--- config.mk ---
export PLATFORM = sky130hd
export DESIGN_NAME = arcanoid_game_ctl
export DESIGN_NICKNAME = d
export VERILOG_FILES = /design/src/rtl/arcanoid_pkg.sv /design/src/rtl/arcanoid_edge_sync.sv /design/src/rtl/arcanoid_game_ctl.sv
export SDC_FILE = /design/constraint.sdc
export NUM_CORES = 1
export LEC_CHECK = 0
export ABC_AREA = 1
export ABC_CLOCK_PERIOD_IN_PS = 1600
export CORE_MARGIN = 1
export CORE_UTILIZATION = 40
export DETAILED_ROUTE_END_ITERATION = 16
export GPL_TIMING_DRIVEN = 0
export PLACE_DENSITY_LB_ADDON = 0.3
export SYNTH_ARGS = -nofsm -noshare
export SYNTH_HDL_FRONTEND = slang
export SYNTH_SLANG_ARGS = --single-unit
--- constraint.sdc ---
create_clock -name pclk -period 1.6 [get_ports pclk]
set_clock_uncertainty 0.15 [all_clocks]
set_input_delay 0.24 -clock pclk [delete_from_list [all_inputs] [get_ports pclk]]
set_output_delay 0.24 -clock pclk [all_outputs]
set_load 0.01 [all_outputs]
--- src/rtl/arcanoid_pkg.sv ---
// Shared constants and state encoding for the Arkanoid game-flow logic.
// Screen geometry and the lose line are also used by draw_ball_y and
// collision_detector, so they live here rather than in one module.
package arcanoid_pkg;

   localparam int unsigned STATE_W         = 3;
   localparam int unsigned LIVES_W         = 3;
   localparam int unsigned CNT_W           = 8;
   localparam int unsigned YPOS_W          = 12;

   localparam int unsigned SCREEN_W        = 1024;
   localparam int unsigned SCREEN_H        = 768;
   localparam int unsigned LOSE_Y_DEF      = 760;
   localparam int unsigned BLOCK_COUNT_DEF = 16;

   typedef enum logic [STATE_W-1:0] {
      ST_IDLE  = 3'd0,
      ST_SERVE = 3'd1,
      ST_COUNT = 3'd2,
      ST_PLAY  = 3'd3,
      ST_LOST  = 3'd4,
      ST_WIN   = 3'd5,
      ST_OVER  = 3'd6,
      ST_PAUSE = 3'd7
   } state_e;

endpackage

--- src/rtl/arcanoid_edge_sync.sv ---
// Optional N-stage synchroniser followed by a registered rising-edge pulse.
// Ports:
//   clk_i   - clock
//   rst_i   - asynchronous active-high reset
//   d_i     - raw level input
//   pulse_o - one-cycle pulse, registered, on each rising edge of d_i
// STAGES=0 skips the synchroniser for inputs already in the clk_i domain.
module arcanoid_edge_sync #(
   parameter int unsigned STAGES = 2
) (
   input  logic clk_i,
   input  logic rst_i,
   input  logic d_i,
   output logic pulse_o
);

   logic level;
   logic prev_q;

   generate
      if (STAGES == 0) begin : g_nosync
         assign level = d_i;
      end else begin : g_sync
         logic [STAGES-1:0] sync_q;
         // Shift chain; element 0 is the metastability-exposed flop.
         always_ff @(posedge clk_i or posedge rst_i) begin
            if (rst_i) begin
               sync_q <= '0;
            end else begin
               sync_q[0] <= d_i;
               for (int i = 1; i < STAGES; i++) sync_q[i] <= sync_q[i-1];
            end
         end
         assign level = sync_q[STAGES-1];
      end
   endgenerate

   always_ff @(posedge clk_i or posedge rst_i) begin
      if (rst_i) begin
         prev_q  <= 1'b0;
         pulse_o <= 1'b0;
      end else begin
         prev_q  <= level;
         pulse_o <= level & ~prev_q;
      end
   end

endmodule

--- src/rtl/arcanoid_game_ctl.sv ---
// Game-flow sequencer: holds, runs or freezes the ball, counts lives and
// triggers block-field reloads. Optional pause when ARCANOID_PAUSE_EN is
// defined (adds pause_req input and the PAUSE state).
// Ports:
//   pclk, reset        - pixel clock, asynchronous active-high reset
//   mouse_left         - raw left button (foreign clock domain)
//   vblnk              - vertical blank; its rising edge is the frame tick
//   ball_y_pos         - ball y coordinate
//   blocks_in          - alive-block bitmap
//   pause_req          - pause toggle request (ARCANOID_PAUSE_EN only)
//   state              - encoded game state
//   ball_run/ball_hold - ball movement / ball pinned to paddle
//   ball_serve         - pulse: reload ball to serve position
//   blocks_reload      - pulse: restore all blocks
//   lives              - remaining lives
module arcanoid_game_ctl
   import arcanoid_pkg::*;
#(
   parameter int unsigned LIVES_INIT   = 3,
   parameter int unsigned SERVE_FRAMES = 60,
   parameter int unsigned LOST_FRAMES  = 90,
   parameter int unsigned LOSE_Y       = LOSE_Y_DEF,
   parameter int unsigned BLOCK_COUNT  = BLOCK_COUNT_DEF
) (
   input  logic                   pclk,
   input  logic                   reset,
   input  logic                   mouse_left,
   input  logic                   vblnk,
   input  logic [YPOS_W-1:0]      ball_y_pos,
   input  logic [BLOCK_COUNT-1:0] blocks_in,
`ifdef ARCANOID_PAUSE_EN
   input  logic                   pause_req,
`endif
   output logic [STATE_W-1:0]     state,
   output logic                   ball_run,
   output logic                   ball_hold,
   output logic                   ball_serve,
   output logic                   blocks_reload,
   output logic [LIVES_W-1:0]     lives
);

   logic click;
   logic frame_tick;

   arcanoid_edge_sync #(.STAGES(2)) u_click (
      .clk_i(pclk), .rst_i(reset), .d_i(mouse_left), .pulse_o(click));

   arcanoid_edge_sync #(.STAGES(0)) u_frame (
      .clk_i(pclk), .rst_i(reset), .d_i(vblnk), .pulse_o(frame_tick));

`ifdef ARCANOID_PAUSE_EN
   logic pause_tick;
   arcanoid_edge_sync #(.STAGES(0)) u_pause (
      .clk_i(pclk), .rst_i(reset), .d_i(pause_req), .pulse_o(pause_tick));
`endif

   state_e             state_q, state_d;
   logic [LIVES_W-1:0] lives_q, lives_d;
   logic [CNT_W-1:0]   cnt_q, cnt_d;
   logic               serve_q, serve_d;
   logic               reload_q, reload_d;
   logic               run_q, run_d;
   logic               hold_q, hold_d;

   // State and registered outputs.
   always_ff @(posedge pclk or posedge reset) begin
      if (reset) begin
         state_q  <= ST_IDLE;
         lives_q  <= LIVES_W'(LIVES_INIT);
         cnt_q    <= '0;
         serve_q  <= 1'b0;
         reload_q <= 1'b0;
         run_q    <= 1'b0;
         hold_q   <= 1'b1;
      end else begin
         state_q  <= state_d;
         lives_q  <= lives_d;
         cnt_q    <= cnt_d;
         serve_q  <= serve_d;
         reload_q <= reload_d;
         run_q    <= run_d;
         hold_q   <= hold_d;
      end
   end

   // Next state; the counter is cleared on every state change.
   always_comb begin
      state_d  = state_q;
      lives_d  = lives_q;
      cnt_d    = cnt_q;
      serve_d  = 1'b0;
      reload_d = 1'b0;
      case (state_q)
         ST_SERVE: begin
            if (click) begin
               state_d = ST_COUNT;
               cnt_d   = '0;
            end
         end
         ST_COUNT: begin
            if (frame_tick) begin
               if (cnt_q == CNT_W'(SERVE_FRAMES - 1)) begin
                  state_d = ST_PLAY;
                  cnt_d   = '0;
               end else begin
                  cnt_d = cnt_q + CNT_W'(1);
               end
            end
         end
         ST_PLAY: begin
            // Win beats lose; both beat a pause request.
            if (blocks_in == '0) begin
               state_d = ST_WIN;
               cnt_d   = '0;
            end else if (ball_y_pos >= YPOS_W'(LOSE_Y)) begin
               state_d = ST_LOST;
               cnt_d   = '0;
               if (lives_q != '0) lives_d = lives_q - LIVES_W'(1);
            end
`ifdef ARCANOID_PAUSE_EN
            else if (pause_tick) begin
               state_d = ST_PAUSE;
               cnt_d   = '0;
            end
`endif
         end
         ST_LOST: begin
            if (frame_tick) begin
               if (cnt_q == CNT_W'(LOST_FRAMES - 1)) begin
                  cnt_d = '0;
                  if (lives_q != '0) begin
                     state_d = ST_SERVE;
                     serve_d = 1'b1;
                  end else begin
                     state_d = ST_OVER;
                  end
               end else begin
                  cnt_d = cnt_q + CNT_W'(1);
               end
            end
         end
         ST_WIN, ST_OVER: begin
            if (click) begin
               state_d  = ST_SERVE;
               cnt_d    = '0;
               serve_d  = 1'b1;
               reload_d = 1'b1;
               lives_d  = LIVES_W'(LIVES_INIT);
            end
         end
`ifdef ARCANOID_PAUSE_EN
         ST_PAUSE: begin
            if (pause_tick) begin
               state_d = ST_PLAY;
               cnt_d   = '0;
            end
         end
`endif
         // IDLE, and state 7 when pause is not built in.
         default: begin
            state_d  = ST_SERVE;
            cnt_d    = '0;
            serve_d  = 1'b1;
            reload_d = 1'b1;
         end
      endcase
      run_d  = (state_d == ST_PLAY);
      hold_d = (state_d == ST_IDLE) || (state_d == ST_SERVE) || (state_d == ST_COUNT);
   end

   assign state         = state_q;
   assign lives         = lives_q;
   assign ball_serve    = serve_q;
   assign blocks_reload = reload_q;
   assign ball_run      = run_q;
   assign ball_hold     = hold_q;

endmodule

==> impl_metrics.py <==
metrics = {
    "drt": {
        "drc": 0,
        "wl_mm": 3.39,
        "ant_nets": 0,
        "drt_iter0_drc": 57,
        "wl_per_cell_um": 11.1,
        "vias": 1450,
        "dr.pass1.iters": 4,
        "via_per_inst": 4.74,
    },
    "clock_network": {
        "cts_hold_buf": 0,
        "cts_made_buffers": 3,
        "clockBufferDepth": 2,
        "clk_pin_slew_worst_paths_ns": 0.08,
        "htree_levels": 1,
        "clockRootBuffer": "clkbuf_8",
        "cts_tree": "yes",
        "cts_sinks": 24,
        "clk_latency_ns": 0.26,
    },
    "job": {
        "maxCapViolCount": 0,
    },
    "global_route": {
        "grt_max_degree": 25,
        "grtUsageMet3_pct": 4.01,
        "grt_pass1_wl_mm": 5.57,
        "met1_usage_pct": 22.3,
        "antenna_found_initial": 0,
        "grt_use_met2_pct": 30.2,
        "first_global_vias": 1322,
        "busiest_layer": "met2",
        "track_usage_pct": 17.7,
        "grt_overflow": 0,
    },
    "place": {
        "port_buffers": 38,
        "hpwl_mm": 2.25,
        "routabilityCongestion": 0.870,
    },
    "critical_path": {
        "crit_slowest_cell": "dfrtp_1",
        "worstPathRequired_ns": 1.60,
        "crit_arrival_ns": 1.64,
        "worstSetupStartpointType": "flip-flop",
        "rrSetupSlack_ns": -0.03,
        "critical_path.max_stage_delay_ns": 0.41,
        "crit_chain": "inv_2 > nand2_4 > nor2_4 > nand3_4 > nor2_4 > inv_2 > nand2_4 > inv_6 > o21ai_2 > nand2_1",
        "reg2reg_to": "cnt_q[5]",
        "worst_setup_path_end_kind": "flip-flop",
        "timing.rr.start": "state[2]",
        "crit_fanout": 8,
        "reg2regPathDepth": 10,
        "critical_path_class": "reg2reg",
    },
    "worst_hold_path": {
        "holdPathStages": 0,
        "min_path_type": "reg2reg",
        "hp-start": "u_click.g_sync.sync_q[0]",
        "holdPathEnd": "u_click.g_sync.sync_q[1]",
    },
    "final_layout": {
        "multi_input_area_sq_um": 817,
        "postLayoutCoreUtil_pct": 63.5,
        "fillers": 303,
        "antennaDiodeCount": 0,
        "final_nets": 297,
        "area_growth_syn_to_layout_pct": 48.2,
        "drive_gt1_share_pct": 25.4,
        "regArea_sq_um": 607,
    },
    "sta": {
        "max_slew_margin_pct": 40.8,
        "tns_ns": -0.131,
        "setup_violations": 7,
        "grt_setup_unrepaired": "true",
        "finalWorstSetupSlack_ns": -0.0343,
        "fmax_mhz": 612,
        "fin_crit_ns": 1.63,
        "finalCritPeriodShare_pct": 102,
        "whs_ns": 0.216,
        "hold_viol": 0,
        "worst_slew_pin_slew_ns": 0.887,
        "slew_viol_final": 0,
    },
    "yosys": {
        "yosys_warnings": 0,
        "ys_types": 25,
        "ys_ff_latch": 24,
        "synth_cells": 203,
        "synth_area_leader_cell": "dfrtp_1",
        "synth_nets": 239,
        "synth_area_sq_mm": 0.00148,
        "synth.top_cell.area_share_pct": 35.6,
        "avgSynthCellArea_sq_um": 7.27,
        "seq_area_frac_synth_pct": 41.0,
        "synth.area.top_cells": "dfrtp_1 (36%), nand2_1 (14%), nor2_1 (7.9%), inv_1 (7.4%), dfstp_2 (5.3%)",
    },
    "die": {
        "io_pins": 42,
        "die_h_um": 62.7,
        "rows": 21,
        "chipWidth_um": 62.7,
        "start_util_pct": 42.9,
        "fp.coreArea_sq_mm": 0.00344,
        "fp.dieArea_sq_mm": 0.00394,
    },
    "power": {
        "power_density_mw_per_mm2": 1410,
        "p_leak_nw": 1.06,
        "peakVddDrop_v": 0.000998,
    },
    "status": {
        "violations": "negative setup slack",
        "status": "complete, but fails checks",
    },
}
how the worst max path moves through the flow:
stage,end,from,depth (start not counted),slack [ns]
after floorplan,lives[2],lives[0],5,0.03
after global placement,cnt_q[0],ball_y_pos[10],11,-0.22
after detailed placement,cnt_q[2],ball_y_pos[10],11,-0.23
after CTS,ball_run,cnt_q[1],12,-0.005
after global routing,cnt_q[5],state[2],10,-0.12
final,cnt_q[5],state[2],10,-0.03
synth_stat cells (all sizes together):
cell type / count
nand2: 63
inv: 36
nor2: 36
dfrtp: 21
nand3: 15
o21ai: 9
ha: 4
a21oi: 3
dfstp: 3
nor3: 3
nand4: 2
o211ai: 2
xnor2: 2
xor2: 2
o22ai: 1
or2: 1
power by group:
| part | switching (mW) | internal, mW |
|---|---|---|
| Combinational | 0.874 | 0.769 |
| Sequential | 0.127 | 0.777 |
| Clock | 0.190 | 0.334 |
registers in the layout (all words and copies together) (netlist names):
register               cells
u_click.g_sync.sync_q      2
ball_hold                  1
u_click.prev_q             1
u_click.pulse_o            1
lives                      3
ball_serve                 1
u_frame.prev_q             1
state                      3
cnt_q                      8
ball_run                   1
u_frame.pulse_o            1
blocks_reload              1
kinds of logic (layout without fill, tap and decap cells):
family | after synthesis | after routing | synth area share (%)
and+or+nand+nor | 120 | 120 | 36.6
buffers and inverters | 36 | 93 | 9.50
DFF | 24 | 24 | 41.0
AOI/OAI and AO/OA | 15 | 15 | 7.13
adders and majority gates | 4 | 4 | 3.39
xor gates and xnor gates | 4 | 4 | 2.38
area by class of cell:
class | instances | share of cell area (%)
Clock inverter | 1 | 1.37
Tap cell | 46 | 2.63
Sequential cell | 24 | 27.8
Inverter | 36 | 6.41
Timing Repair Buffer | 53 | 22.6
Clock buffer | 3 | 1.89
Multi-Input combinational cell | 143 | 37.4
stage by stage:
step	worst slack (ns)	std cells	power, mW	instance area (sq um)
final	-0.0343	306	3.07	2190
after global routing	-0.125	306	3.29	2190
after detailed placement	-0.227	287	2.16	1910
after global placement	-0.220	287	2.15	1910
after CTS	-0.00493	302	2.95	2130
after floorplan	0.0334	203	1.70	1480
layer usage:
metal  vias to the layer above  part of all wire (%)
met4                         0                   1.9
met5                         -                     0
met1                       651                    46
met3                         8                   7.3
li1                        735                     -
met2                        56                    44
critical path: cells and delay by family, from the launching register on:
family	cells	cell delay, ns
simple gates	6	0.64
flops	1	0.41
buf+inv	3	0.25
compound gates	1	0.06
what timing repair did:
item                                    in CTS  in global routing
pin swaps                                   10                 10
resized for setup                           25                  9
buffers inserted                            11                  4
endpoints found under the setup margin      18                 16
placed cells by master (no fill, tap or decap), drive strengths merged:
master and instances:
clkbuf 3, bufinv 1, or2 1, nand2 63, ha 4, nor2 36
clkdlybuf4s50 32, xor2 2, dfstp 3, a21oi 3, inv 36, xnor2 2
o211ai 2, buf 15, nand4 2, o21ai 9, nand3 15, nor3 3
dlygate4sd2 6, o22ai 1, dfrtp 21
No activity file was read; power rests on OpenSTA's default activity.
